<file path="config.mk">
export PLATFORM = sky130hd
export DESIGN_NAME = hist_peak_hold_flat
export DESIGN_NICKNAME = d
export VERILOG_FILES = /design/src/rtl/hist_pkg.sv /design/src/rtl/hist_peak_hold_if.sv /design/src/rtl/hist_bin_scaler.sv /design/src/rtl/hist_peak_hold.sv /design/src/flat_wrapper.sv
export SDC_FILE = /design/constraint.sdc
export NUM_CORES = 1
export LEC_CHECK = 0
export CAP_MARGIN = 10
export CORE_MARGIN = 2
export CORE_UTILIZATION = 46
export CTS_BUF_LIST = sky130_fd_sc_hd__clkbuf_8 sky130_fd_sc_hd__clkbuf_16
export DETAILED_ROUTE_END_ITERATION = 10
export PLACE_DENSITY_LB_ADDON = 0.3
export SLEW_MARGIN = 30
export SYNTH_ARGS = -nofsm -noshare
export SYNTH_HDL_FRONTEND = slang
export SYNTH_SLANG_ARGS = --single-unit
</file>
<file path="constraint.sdc">
create_clock -name clk -period 5.15 [get_ports clk]
set_clock_uncertainty 0.1 [all_clocks]
set_input_delay 0.515 -clock clk [delete_from_list [all_inputs] [get_ports clk]]
set_output_delay 0.515 -clock clk [all_outputs]
set_load 0.005 [all_outputs]
</file>
<file path="src/rtl/hist_pkg.sv">
`default_nettype none
// ============================================================================
//  Module      : hist_pkg
//  Description : Shared state encoding, parameter defaults and bar helpers
//                for the histogram peak-hold engine.
//  Revision    : 1.0 - initial release
// ============================================================================
package hist_pkg;

    localparam int SAMPLES_DEF    = 16;
    localparam int MAG_W_DEF      = 18;
    localparam int SHIFT_DEF      = 13;
    localparam int MAX_HEIGHT_DEF = 24;
    localparam int HEIGHT_W_DEF   = 5;
    localparam int HOLD_TICKS_DEF = 4;
    localparam int DECAY_STEP_DEF = 1;

    typedef enum logic [1:0] {
        ST_IDLE  = 2'd0,
        ST_SCAN  = 2'd1,
        ST_DECAY = 2'd2
    } state_e;

    // Extracts one bar from the packed bar_height bus.
    function automatic logic [HEIGHT_W_DEF-1:0] bar_of(
        input logic [SAMPLES_DEF*HEIGHT_W_DEF-1:0] bars,
        input int unsigned                         idx
    );
        return bars[idx*HEIGHT_W_DEF +: HEIGHT_W_DEF];
    endfunction

endpackage
`default_nettype wire

</file>
<file path="src/rtl/hist_peak_hold_if.sv">
`default_nettype none
// ============================================================================
//  Module      : hist_peak_hold_if
//  Description : Frame/tick inputs and bar/peak outputs of the engine.
//  Revision    : 1.0 - initial release
// ============================================================================
interface hist_peak_hold_if #(
    parameter int SAMPLES  = 16,
    parameter int MAG_W    = 18,
    parameter int HEIGHT_W = 5,
    parameter int IDX_W    = $clog2(SAMPLES)
);
    logic                         done;
    logic [SAMPLES*MAG_W-1:0]     magnitudes;
    logic                         tick;
    logic [SAMPLES*HEIGHT_W-1:0]  bar_height;
    logic [IDX_W-1:0]             peak_index;
    logic [HEIGHT_W-1:0]          peak_height;
    logic                         update_valid;
    logic                         busy;
    logic [7:0]                   overrun_count;

    modport master (
        output done, magnitudes, tick,
        input  bar_height, peak_index, peak_height, update_valid, busy, overrun_count
    );

    modport slave (
        input  done, magnitudes, tick,
        output bar_height, peak_index, peak_height, update_valid, busy, overrun_count
    );
endinterface
`default_nettype wire

</file>
<file path="src/rtl/hist_bin_scaler.sv">
`default_nettype none
// ============================================================================
//  Module      : hist_bin_scaler
//  Description : Magnitude to bar height: right shift then saturate.
//  Revision    : 1.0 - initial release
// ============================================================================
module hist_bin_scaler #(
    parameter int MAG_W      = 18,
    parameter int SHIFT      = 13,
    parameter int MAX_HEIGHT = 24,
    parameter int HEIGHT_W   = 5
) (
    input  logic [MAG_W-1:0]    mag_i,
    output logic [HEIGHT_W-1:0] height_o
);
    localparam logic [MAG_W-1:0]    MAX_M = MAG_W'(MAX_HEIGHT);
    localparam logic [HEIGHT_W-1:0] MAX_H = HEIGHT_W'(MAX_HEIGHT);

    logic [MAG_W-1:0] w_shift;

    assign w_shift  = mag_i >> SHIFT;
    assign height_o = (w_shift > MAX_M) ? MAX_H : w_shift[HEIGHT_W-1:0];

endmodule
`default_nettype wire

</file>
<file path="src/rtl/hist_peak_hold.sv">
`default_nettype none
// ============================================================================
//  Module      : hist_peak_hold
//  Description : Serial per-bin bar height engine with peak hold, timed
//                decay and tallest-bar tracking.
//  Revision    : 1.0 - initial release
// ============================================================================
module hist_peak_hold
    import hist_pkg::*;
#(
    parameter int SAMPLES    = SAMPLES_DEF,
    parameter int MAG_W      = MAG_W_DEF,
    parameter int SHIFT      = SHIFT_DEF,
    parameter int MAX_HEIGHT = MAX_HEIGHT_DEF,
    parameter int HEIGHT_W   = HEIGHT_W_DEF,
    parameter int HOLD_TICKS = HOLD_TICKS_DEF,
    parameter int DECAY_STEP = DECAY_STEP_DEF
) (
    input  logic            clk,
    input  logic            reset,
    hist_peak_hold_if.slave bus
);
    localparam int IDX_W  = $clog2(SAMPLES);
    localparam int CNT_W  = IDX_W + 1;
    localparam int HOLD_W = $clog2(HOLD_TICKS + 1);
    localparam logic [CNT_W-1:0] EXIT_CNT = CNT_W'(SAMPLES);

    state_e                    state_q, state_d;
    logic [CNT_W-1:0]          bin_q, bin_d;
    logic [MAG_W-1:0]          snap_q [SAMPLES];
    logic [MAG_W-1:0]          pend_q [SAMPLES];
    logic                      pend_frame_q;
    logic                      pend_tick_q;
    logic [HEIGHT_W-1:0]       held_q [SAMPLES];
    logic [HEIGHT_W-1:0]       held_d [SAMPLES];
    logic [HOLD_W-1:0]         hold_q [SAMPLES];
    logic [HOLD_W-1:0]         hold_d [SAMPLES];
    logic [HEIGHT_W-1:0]       run_max_q, run_max_d;
    logic [IDX_W-1:0]          run_idx_q, run_idx_d;
    logic [SAMPLES*HEIGHT_W-1:0] bar_q;
    logic [IDX_W-1:0]          peak_idx_q;
    logic [HEIGHT_W-1:0]       peak_h_q;
    logic                      uv_q;
    logic [7:0]                ovr_q;

    logic [IDX_W-1:0]          w_bin;
    logic                      w_exit;
    logic [HEIGHT_W-1:0]       w_scaled;
    logic [HEIGHT_W-1:0]       w_cur_held;
    logic [HEIGHT_W-1:0]       w_new_held;
    logic [HOLD_W-1:0]         w_new_hold;

    assign w_bin  = bin_q[IDX_W-1:0];
    assign w_exit = (bin_q == EXIT_CNT);

    hist_bin_scaler #(
        .MAG_W      (MAG_W),
        .SHIFT      (SHIFT),
        .MAX_HEIGHT (MAX_HEIGHT),
        .HEIGHT_W   (HEIGHT_W)
    ) u_scaler (
        .mag_i    (snap_q[w_bin]),
        .height_o (w_scaled)
    );

    always_comb begin
        state_d    = state_q;
        bin_d      = bin_q;
        held_d     = held_q;
        hold_d     = hold_q;
        run_max_d  = run_max_q;
        run_idx_d  = run_idx_q;
        w_cur_held = held_q[w_bin];
        w_new_held = w_cur_held;
        w_new_hold = hold_q[w_bin];

        case (state_q)
            ST_IDLE: begin
                bin_d = '0;
                if (bus.done || pend_frame_q) begin
                    state_d = ST_SCAN;
                end else if (bus.tick || pend_tick_q) begin
                    state_d = ST_DECAY;
                end
            end
            ST_SCAN: begin
                if (w_scaled >= w_cur_held) begin
                    w_new_held = w_scaled;
                    w_new_hold = HOLD_W'(HOLD_TICKS);
                end
            end
            ST_DECAY: begin
                if (hold_q[w_bin] != '0) begin
                    w_new_hold = hold_q[w_bin] - 1'b1;
                end else if (w_cur_held > HEIGHT_W'(DECAY_STEP)) begin
                    w_new_held = w_cur_held - HEIGHT_W'(DECAY_STEP);
                end else begin
                    w_new_held = '0;
                end
            end
            default: state_d = ST_IDLE;
        endcase

        // Extra cycle after the last bin publishes the finished results.
        if (state_q != ST_IDLE) begin
            if (w_exit) begin
                state_d = ST_IDLE;
            end else begin
                held_d[w_bin] = w_new_held;
                hold_d[w_bin] = w_new_hold;
                if (w_bin == '0 || w_new_held > run_max_q) begin
                    run_max_d = w_new_held;
                    run_idx_d = w_bin;
                end
                bin_d = bin_q + 1'b1;
            end
        end
    end

    always_ff @(posedge clk) begin
        if (reset) begin
            state_q      <= ST_IDLE;
            bin_q        <= '0;
            run_max_q    <= '0;
            run_idx_q    <= '0;
            pend_frame_q <= 1'b0;
            pend_tick_q  <= 1'b0;
            bar_q        <= '0;
            peak_idx_q   <= '0;
            peak_h_q     <= '0;
            uv_q         <= 1'b0;
            ovr_q        <= '0;
            for (int i = 0; i < SAMPLES; i++) begin
                held_q[i] <= '0;
                hold_q[i] <= '0;
                snap_q[i] <= '0;
                pend_q[i] <= '0;
            end
        end else begin
            state_q   <= state_d;
            bin_q     <= bin_d;
            held_q    <= held_d;
            hold_q    <= hold_d;
            run_max_q <= run_max_d;
            run_idx_q <= run_idx_d;
            uv_q      <= 1'b0;

            // A frame already waiting is displaced by a newer one.
            if (bus.done && pend_frame_q && ovr_q != 8'hFF) begin
                ovr_q <= ovr_q + 8'd1;
            end

            if (state_q == ST_IDLE) begin
                if (bus.done || pend_frame_q) begin
                    for (int i = 0; i < SAMPLES; i++) begin
                        snap_q[i] <= bus.done ? bus.magnitudes[i*MAG_W +: MAG_W] : pend_q[i];
                    end
                    pend_frame_q <= 1'b0;
                    if (bus.tick) begin
                        pend_tick_q <= 1'b1;
                    end
                end else if (bus.tick || pend_tick_q) begin
                    pend_tick_q <= 1'b0;
                end
            end else begin
                if (bus.done) begin
                    for (int i = 0; i < SAMPLES; i++) begin
                        pend_q[i] <= bus.magnitudes[i*MAG_W +: MAG_W];
                    end
                    pend_frame_q <= 1'b1;
                end
                if (bus.tick) begin
                    pend_tick_q <= 1'b1;
                end
                if (w_exit) begin
                    for (int i = 0; i < SAMPLES; i++) begin
                        bar_q[i*HEIGHT_W +: HEIGHT_W] <= held_q[i];
                    end
                    peak_idx_q <= run_idx_q;
                    peak_h_q   <= run_max_q;
                    uv_q       <= 1'b1;
                end
            end
        end
    end

    assign bus.bar_height    = bar_q;
    assign bus.peak_index    = peak_idx_q;
    assign bus.peak_height   = peak_h_q;
    assign bus.update_valid  = uv_q;
    assign bus.busy          = (state_q != ST_IDLE);
    assign bus.overrun_count = ovr_q;

endmodule
`default_nettype wire

</file>
<file path="src/flat_wrapper.sv">
// flat-port wrapper written by rule: the top's interface ports become plain ports
module hist_peak_hold_flat import hist_pkg::*;
#(
    parameter int SAMPLES    = SAMPLES_DEF,
    parameter int MAG_W      = MAG_W_DEF,
    parameter int SHIFT      = SHIFT_DEF,
    parameter int MAX_HEIGHT = MAX_HEIGHT_DEF,
    parameter int HEIGHT_W   = HEIGHT_W_DEF,
    parameter int HOLD_TICKS = HOLD_TICKS_DEF,
    parameter int DECAY_STEP = DECAY_STEP_DEF
)
  (clk, reset, bus_done, bus_magnitudes, bus_tick, bus_bar_height, bus_peak_index, bus_peak_height, bus_update_valid, bus_busy, bus_overrun_count);
  hist_peak_hold_if #(.SAMPLES(SAMPLES), .MAG_W(MAG_W), .HEIGHT_W(HEIGHT_W)) bus_i ();
  input  logic clk;
  input  logic reset;
  input wire logic [$bits(bus_i.done)-1:0] bus_done;
  input wire logic [$bits(bus_i.magnitudes)-1:0] bus_magnitudes;
  input wire logic [$bits(bus_i.tick)-1:0] bus_tick;
  output wire logic [$bits(bus_i.bar_height)-1:0] bus_bar_height;
  output wire logic [$bits(bus_i.peak_index)-1:0] bus_peak_index;
  output wire logic [$bits(bus_i.peak_height)-1:0] bus_peak_height;
  output wire logic [$bits(bus_i.update_valid)-1:0] bus_update_valid;
  output wire logic [$bits(bus_i.busy)-1:0] bus_busy;
  output wire logic [$bits(bus_i.overrun_count)-1:0] bus_overrun_count;
  assign bus_i.done = bus_done;
  assign bus_i.magnitudes = bus_magnitudes;
  assign bus_i.tick = bus_tick;
  assign bus_bar_height = bus_i.bar_height;
  assign bus_peak_index = bus_i.peak_index;
  assign bus_peak_height = bus_i.peak_height;
  assign bus_update_valid = bus_i.update_valid;
  assign bus_busy = bus_i.busy;
  assign bus_overrun_count = bus_i.overrun_count;
  hist_peak_hold #(.SAMPLES(SAMPLES), .MAG_W(MAG_W), .SHIFT(SHIFT), .MAX_HEIGHT(MAX_HEIGHT), .HEIGHT_W(HEIGHT_W), .HOLD_TICKS(HOLD_TICKS), .DECAY_STEP(DECAY_STEP)) u_core (.clk(clk), .reset(reset), .bus(bus_i));
endmodule
</file>
==> run_results.csv, run 1 <==
group,metric,value,unit
final_layout,insertedDiodeCount,0,
power_and_ir_drop,leakagePower,7.61,nW
final_layout,layout_commonest_cell,"dfxtp_1",
synth,synth-edff-count,160,
final_layout,final_cell_mix,"dfxtp_1, nor2_1, clkdlybuf4s50_1, edfxtp_1, a211oi_1",
drt,via_count,12100,
synth,synthFlopType,"dfxtp_1",
final_layout,area_growth,25.3,%
grt,grt_start_max_net_pins,131,
status,violations,"negative setup slack",
clock_network,clockRootBuffer,"clkbuf_16",
clock_network,htree_levels,2,
synth,netlist_instances,1478,
grt,grt_first_pass_wirelength,64800,um
placement,dp_cells,2084,
clock_network,cts_sinks,404,
timing,tightest_slew,0.917,ns
setup_path,worstPathRequired,5.53,ns
clock_network,cts.path.max_buffers,3,
setup_path,crit_fanout,6,
synth,synth_nets,1793,
floorplan,dieHeight,197,um
final_layout,final_cell_area,21400,um2
final_layout,postLayoutCoreUtil,58.5,%
floorplan,core-area,36500,um2
drt,initialDrtViolationCount,819,
floorplan,fp.dieW,197,um
final_layout,nets,1988,
drt,routed_wl,41800,um
setup_path,crit_end,"u_core.run_idx_q[0]$_SDFFE_PP0P_",
setup_path,slowest_stage,"mux4_2",
grt,grt_pass1_vias,11800,
timing,worst_slack,-0.0239,ns
clock_network,cts_buffers,42,
power_and_ir_drop,ir_drop,0.305,mV
synth,avgSynthCellArea,11.5,um2
setup_path,cp_common_cell,"buf_6",
setup_path,crit_path_max_incr_delay,0.52,ns
drt,postRouteAntennaNets,0,
synth,synth_warnings,0,
grt,grt_usage,21.3,%
clock_network,cts_tree,"done",
setup_path,r2r_start,"u_core.bin_q[0]$_SDFF_PP0_",
final_layout,final_cells,2169,
timing,maxSlewHeadroom,38.9,%
floorplan,start_util,46.7,%
final_layout,drive_above_1_share,15.6,%
placement,dp_hpwl,27800,um
power_and_ir_drop,power,0.00816,W
placement,placed_area,19600,um2
synth,synthArstFlopShare,0,%
synth,ys_seq_area_share,56.8,%
power_and_ir_drop,powerDensity,382,nW/um2
setup_path,critPathKind,"reg -> reg",
timing,tns,-0.0679,ns
setup_path,crit_start,"u_core.bin_q[0]$_SDFF_PP0_",
setup_path,regToRegSetupSlack,-0.02,ns
setup_path,endpoint_kind,"flip-flop",
floorplan,ios,391,
clock_network,clk-insertion-delay-late,0.55,ns
timing,period_needed,5.17,ns
timing,finalHoldViolations,0,
setup_path,worstPathArrival,5.56,ns
drt,avgRoutedWirePerCell,19.3,um
clock_network,clk_pin_slew,0.06,ns
synth,syn_area,17100,um2
drt,drc,0,
placement,io_buffers,182,
grt,overflow,0,
clock_network,cts_hold_buf,0,
timing,setup-violations-final,4,
status,status,"complete, but fails checks",
timing,rsz0062_at_grt,"true",
timing,fmax,193,MHz
run,drv_cap,0,
timing,slew_viol_final,0,
worst_hold_path,hold_path_class,"in -> reg",
placement,gp_congestion,0.879,
drt,vias_per_cell,5.60,
floorplan,fp-row-count,70,
setup_path,critPathLaunchType,"flip-flop",
synth,synth_cell_types,63,
timing,fin_crit_sh,100,%
setup_path,rr_worst_depth,26,
grt,antenna_found_initial,0,
synth,ys_seq_elements,404,
floorplan,die_area,38600,um2
setup_path,r2r-end,"u_core.run_idx_q[0]$_SDFFE_PP0P_",
drt,first_pass_iters,5,
-- cell families after synthesis --
logic type / share of synthesized area (%)
compound gates: 14.6
xor+xnor: 0.462
fa+ha+maj: 1.69
buf+inv: 3.85
flops: 56.8
mux: 10.6
simple gates: 12.0
-- state kept, by name (all words and copies together), names as in the netlist --
register,cells
u_core.bus.bar_height,80
u_core.snap_q,80
u_core.run_max_q,5
u_core.bin_q,5
u_core.bus.peak_index,4
u_core.run_idx_q,4
u_core.state_q,2
u_core.bus.update_valid,1
u_core.pend_tick_q,1
u_core.bus.overrun_count,8
u_core.held_q,80
u_core.pend_frame_q,1
u_core.pend_q,80
u_core.hold_q,48
u_core.bus.peak_height,5
-- critical path, delay by kind of cell, from the launching register on --
family	cells	cell delay, ns
adder cells (fa/ha/maj)	2	0.47
flip-flops	1	0.40
buffers and inverters	8	1.03
multiplexers	1	0.52
AND/OR/NAND/NOR	6	0.69
AO/OA/AOI/OAI	9	1.90
-- through the flow --
stage	worst slack (ns)	hold WS [ns]
detailed placement	-0.226	0.358
finish	-0.0239	0.312
global placement	-0.175	0.352
CTS	-0.00675	0.367
global route	-0.196	0.319
floorplan	0.0549	0.333
-- layer usage --
| metal | global-route usage [%] | wire length (um) |
|---|---|---|
| met5 | 0 | 0 |
| met4 | 8.42 | 1490 |
| met3 | 3.25 | 2370 |
| met2 | 35.5 | 19800 |
| met1 | 28.0 | 18200 |
-- final cells by class --
class	instances	area, um2
Tap cell	468	586
Timing Repair Buffer	268	2690
Fill cell	3004	15200
Multi-Input combinational cell	931	6940
Clock buffer	45	1100
Sequential cell	404	9690
Inverter	26	100
Clock inverter	27	253
-- power breakdown --
group	total (W)	internal [W]	leakage, nW	switching, W
clock	0.00300	0.00175	0.668	0.00125
sequential	0.00364	0.00356	3.67	0.0000842
combinational	0.00152	0.000672	3.27	0.000851
-- what timing repair did --
| item | in CTS | in global routing |
|---|---|---|
| setup endpoints to repair | 9 | 9 |
| setup buffers | 5 | 6 |
| gates resized for setup | 12 | 31 |
| endpoints found under the hold margin | 0 | 0 |
| gates cloned | 1 | 0 |
| pin swaps | 7 | 26 |
-- synth_stat cells, drive strengths merged (3+ instances only) --
cell type,count,area share (%)
a211oi,102,4.5
a21oi,77,2.3
a22o,92,4.7
a22oi,9,0.40
and3,4,0.15
buf,35,1.5
clkbuf,82,1.8
dfxtp,244,29
edfxtp,160,28
ha,23,1.7
inv,26,0.57
mux2i,46,2.7
mux4,57,7.7
nand2,85,1.9
nand2b,54,2.0
nand3,15,0.44
nand4,5,0.22
nor2,231,5.1
nor2b,35,1.3
nor3,10,0.29
nor4,3,0.15
o211ai,13,0.57
o21a,5,0.22
o21ai,22,0.67
o41ai,3,0.15
or3b,3,0.15
xor2,7,0.36
-- worst min path at each step --
stage / start / end / slack, ns / cells after the start
floorplan: u_core.hold_q[47]$_SDFFE_PP0P_ / u_core.hold_q[47]$_SDFFE_PP0P_ / 0.33 / 2
global placement: u_core.run_idx_q[2]$_SDFFE_PP0P_ / u_core.bus.peak_index[2]$_SDFFE_PP0P_ / 0.35 / 1
detailed placement: u_core.hold_q[47]$_SDFFE_PP0P_ / u_core.hold_q[47]$_SDFFE_PP0P_ / 0.36 / 2
CTS: u_core.hold_q[47]$_SDFFE_PP0P_ / u_core.hold_q[47]$_SDFFE_PP0P_ / 0.37 / 2
global route: reset / u_core.snap_q[11][16]$_SDFFCE_PP0P_ / 0.32 / 2
finish: reset / u_core.snap_q[10][14]$_SDFFCE_PP0P_ / 0.31 / 2
Power figures use the tool's default switching activity.
==> run 2, diff against run 1 <==
--- a/config.mk
+++ b/config.mk
@@ -6,8 +6,8 @@
 export NUM_CORES = 1
 export LEC_CHECK = 0
 export CAP_MARGIN = 10
-export CORE_MARGIN = 2
-export CORE_UTILIZATION = 46
+export CORE_MARGIN = 10
+export CORE_UTILIZATION = 50
 export CTS_BUF_LIST = sky130_fd_sc_hd__clkbuf_8 sky130_fd_sc_hd__clkbuf_16
 export DETAILED_ROUTE_END_ITERATION = 10
 export PLACE_DENSITY_LB_ADDON = 0.3
==> constraint.sdc (replaced) <==
create_clock -name clk -period 6.55 [get_ports clk]
set_clock_uncertainty 0.1 [all_clocks]
set_input_delay 0.655 -clock clk [delete_from_list [all_inputs] [get_ports clk]]
set_output_delay 0.655 -clock clk [all_outputs]
set_load 0.005 [all_outputs]
==> run_results.csv, run 2 (same netlist as run 1, synthesis figures left out) <==
group,metric,value,unit
timing,tightest_slew,0.954,ns
worst_hold_path,hold_end,"u_core.run_idx_q[1]$_SDFFE_PP0P_",
clock_network,clockRootBuffer,"clkbuf_16",
setup_path,regToRegSetupSlack,0.72,ns
final_layout,insertedDiodeCount,0,
setup_path,critPathKind,"reg -> reg",
grt,grt_first_pass_wirelength,65300,um
run,drv_cap,0,
final_layout,fillers,2662,
worst_hold_path,worstHoldPathCells,2,
final_layout,layout_commonest_cell,"dfxtp_1",
clock_network,clk-insertion-delay-late,0.53,ns
setup_path,worstPathRequired,6.82,ns
timing,period_needed,5.83,ns
clock_network,htree_levels,2,
power_and_ir_drop,p_comb_share,15.6,%
timing,setup-violations-final,0,
grt,busiest_layer,"met2",
power_and_ir_drop,clkPwrFrac,37.8,%
power_and_ir_drop,powerDensity,298,nW/um2
floorplan,fp-row-count,67,
setup_path,critPathLaunchType,"flip-flop",
status,status,"finished, final reports clean",
setup_path,r2r_start,"u_core.bin_q[0]$_SDFF_PP0_",
timing,fmax,172,MHz
worst_hold_path,hold_path_class,"reg -> reg",
floorplan,core-area,33600,um2
placement,place_ws,0.746,ns
timing,finalHoldViolations,0,
power_and_ir_drop,seqPwrFrac,46.7,%
power_and_ir_drop,p_sw_share,26.0,%
placement,io_buffers,182,
setup_path,crit_fanout,14,
grt,use_met1,24.9,%
floorplan,die_area,41900,um2
floorplan,ios,391,
clock_network,cts_hold_buf,0,
timing,rsz0062_at_grt,"false",
setup_path,rr_worst_depth,19,
placement,placed_area,19200,um2
drt,avgRoutedWirePerCell,19.9,um
setup_path,worstPathArrival,6.09,ns
clock_network,clk_pin_slew,0.06,ns
drt,via_count,12000,
power_and_ir_drop,intPower,0.00454,W
drt,routed_wl,41800,um
power_and_ir_drop,ir_drop,0.169,mV
drt,postRouteAntennaNets,0,
setup_path,endpoint_kind,"flip-flop",
final_layout,final_cell_area,20600,um2
clock_network,post_cts_buffers,0,
final_layout,final_cell_mix,"dfxtp_1, nor2_1, clkdlybuf4s50_1, edfxtp_1, a211oi_1",
floorplan,dieHeight,205,um
power_and_ir_drop,power,0.00614,W
timing,fin_crit_sh,89.0,%
setup_path,r2r-end,"u_core.run_max_q[1]$_SDFFE_PP0P_",
final_layout,multi_input_area,6780,um2
grt,antenna_found_initial,0,
clock_network,cts.path.max_buffers,3,
grt,grt_start_max_net_pins,123,
drt,vias_per_cell,5.72,
worst_hold_path,min_from,"u_core.run_idx_q[1]$_SDFFE_PP0P_",
grt,overflow,0,
drt,drc,0,
floorplan,fp.dieW,205,um
grt,grt_usage,19.3,%
clock_network,cts_sinks,404,
grt,grtUsageMet2,32.2,%
final_layout,postLayoutCoreUtil,61.4,%
placement,dp_hpwl,28600,um
final_layout,regArea,9690,um2
timing,maxSlewHeadroom,36.2,%
grt,grt_use_met3,3.47,%
final_layout,nets,1934,
clock_network,cts_resized,0,
clock_network,cts_tree,"done",
final_layout,drive_above_1_share,10.9,%
power_and_ir_drop,switchingPower,0.00160,W
drt,initialDrtViolationCount,957,
floorplan,start_util,50.7,%
timing,slew_viol_final,0,
drt,first_pass_iters,8,
grt,grt_pass1_vias,11700,
final_layout,area_growth,21.0,%
clock_network,cts_buffers,42,
timing,tns,0,ns
power_and_ir_drop,leakagePower,7.31,nW
timing,worst_slack,0.723,ns
placement,gp_congestion,0.935,
==> run 2: final cells by class <==
class,count,share of cell area (%)
multi-input combinational,931,32.8
clock inverter,23,0.934
clock buffer,50,5.63
sequential,404,47.0
tap,448,2.72
timing repair buffer,214,10.4
inverter,26,0.473
==> run 2: routing by layer <==
layer	routed length (um)	share of wire (%)
met5	0	0
met4	1290	3.1
met3	2600	6.2
met2	20300	49
met1	17500	42
==> run 2: how the worst max path moves through the flow <==
stage	start	to	depth (start not counted)
2_1_floorplan	u_core.bin_q[0]$_SDFF_PP0_	u_core.run_max_q[0]$_SDFFE_PP0P_	22
3_3_place_gp	u_core.bin_q[0]$_SDFF_PP0_	u_core.run_max_q[1]$_SDFFE_PP0P_	19
3_5_place_dp	u_core.bin_q[0]$_SDFF_PP0_	u_core.run_max_q[1]$_SDFFE_PP0P_	19
6_report	u_core.bin_q[0]$_SDFF_PP0_	u_core.run_max_q[1]$_SDFFE_PP0P_	19
4_1_cts	u_core.bin_q[0]$_SDFF_PP0_	u_core.run_max_q[1]$_SDFFE_PP0P_	19
5_1_grt	u_core.bin_q[0]$_SDFF_PP0_	u_core.run_max_q[1]$_SDFFE_PP0P_	22
==> run 2: through the flow <==
stage	std cells	hold WS (ns)
2_1_floorplan	1478	0.333
3_5_place_dp	2023	0.357
4_1_cts	2096	0.366
3_3_place_gp	2020	0.344
5_1_grt	2096	0.390
6_report	2096	0.367
==> run 2: worst max-delay path, stage by stage (launching register included) <==
cell	delay, ns
dfxtp_4	0.50
buf_4	0.25
mux4_1	0.64
mux4_2	0.49
and2_1	0.20
ha_1	0.28
o211ai_1	0.09
o21ai_1	0.46
nor3b_1	0.10
a311o_2	0.53
o21ai_2	0.32
inv_1	0.08
ha_1	0.31
nor2b_1	0.13
o21a_1	0.17
o21a_1	0.16
o21a_1	0.17
o21a_1	0.29
o221ai_1	0.27
a21oi_1	0.11
==> run 2: power groups by stage <==
stage / clock, W / sequential (W) / combinational [W]
5_1_grt: 0.00245 / 0.00288 / 0.00105
3_3_place_gp: 0 / 0.00292 / 0.000914
3_5_place_dp: 0 / 0.00292 / 0.000950
2_1_floorplan: 0 / 0.00290 / 0.000665
4_1_cts: 0.00235 / 0.00287 / 0.000954
6_report: 0.00232 / 0.00287 / 0.000955
==> run 3, diff against run 2 <==
--- a/config.mk
+++ b/config.mk
@@ -10,6 +10,7 @@
 export CORE_UTILIZATION = 50
 export CTS_BUF_LIST = sky130_fd_sc_hd__clkbuf_8 sky130_fd_sc_hd__clkbuf_16
 export DETAILED_ROUTE_END_ITERATION = 10
+export HOLD_SLACK_MARGIN = 0.06
 export PLACE_DENSITY_LB_ADDON = 0.3
 export SLEW_MARGIN = 30
 export SYNTH_ARGS = -nofsm -noshare
==> results of run 3 <==
Same layout as run 2: the final DEF is identical, and so are final timing and power.
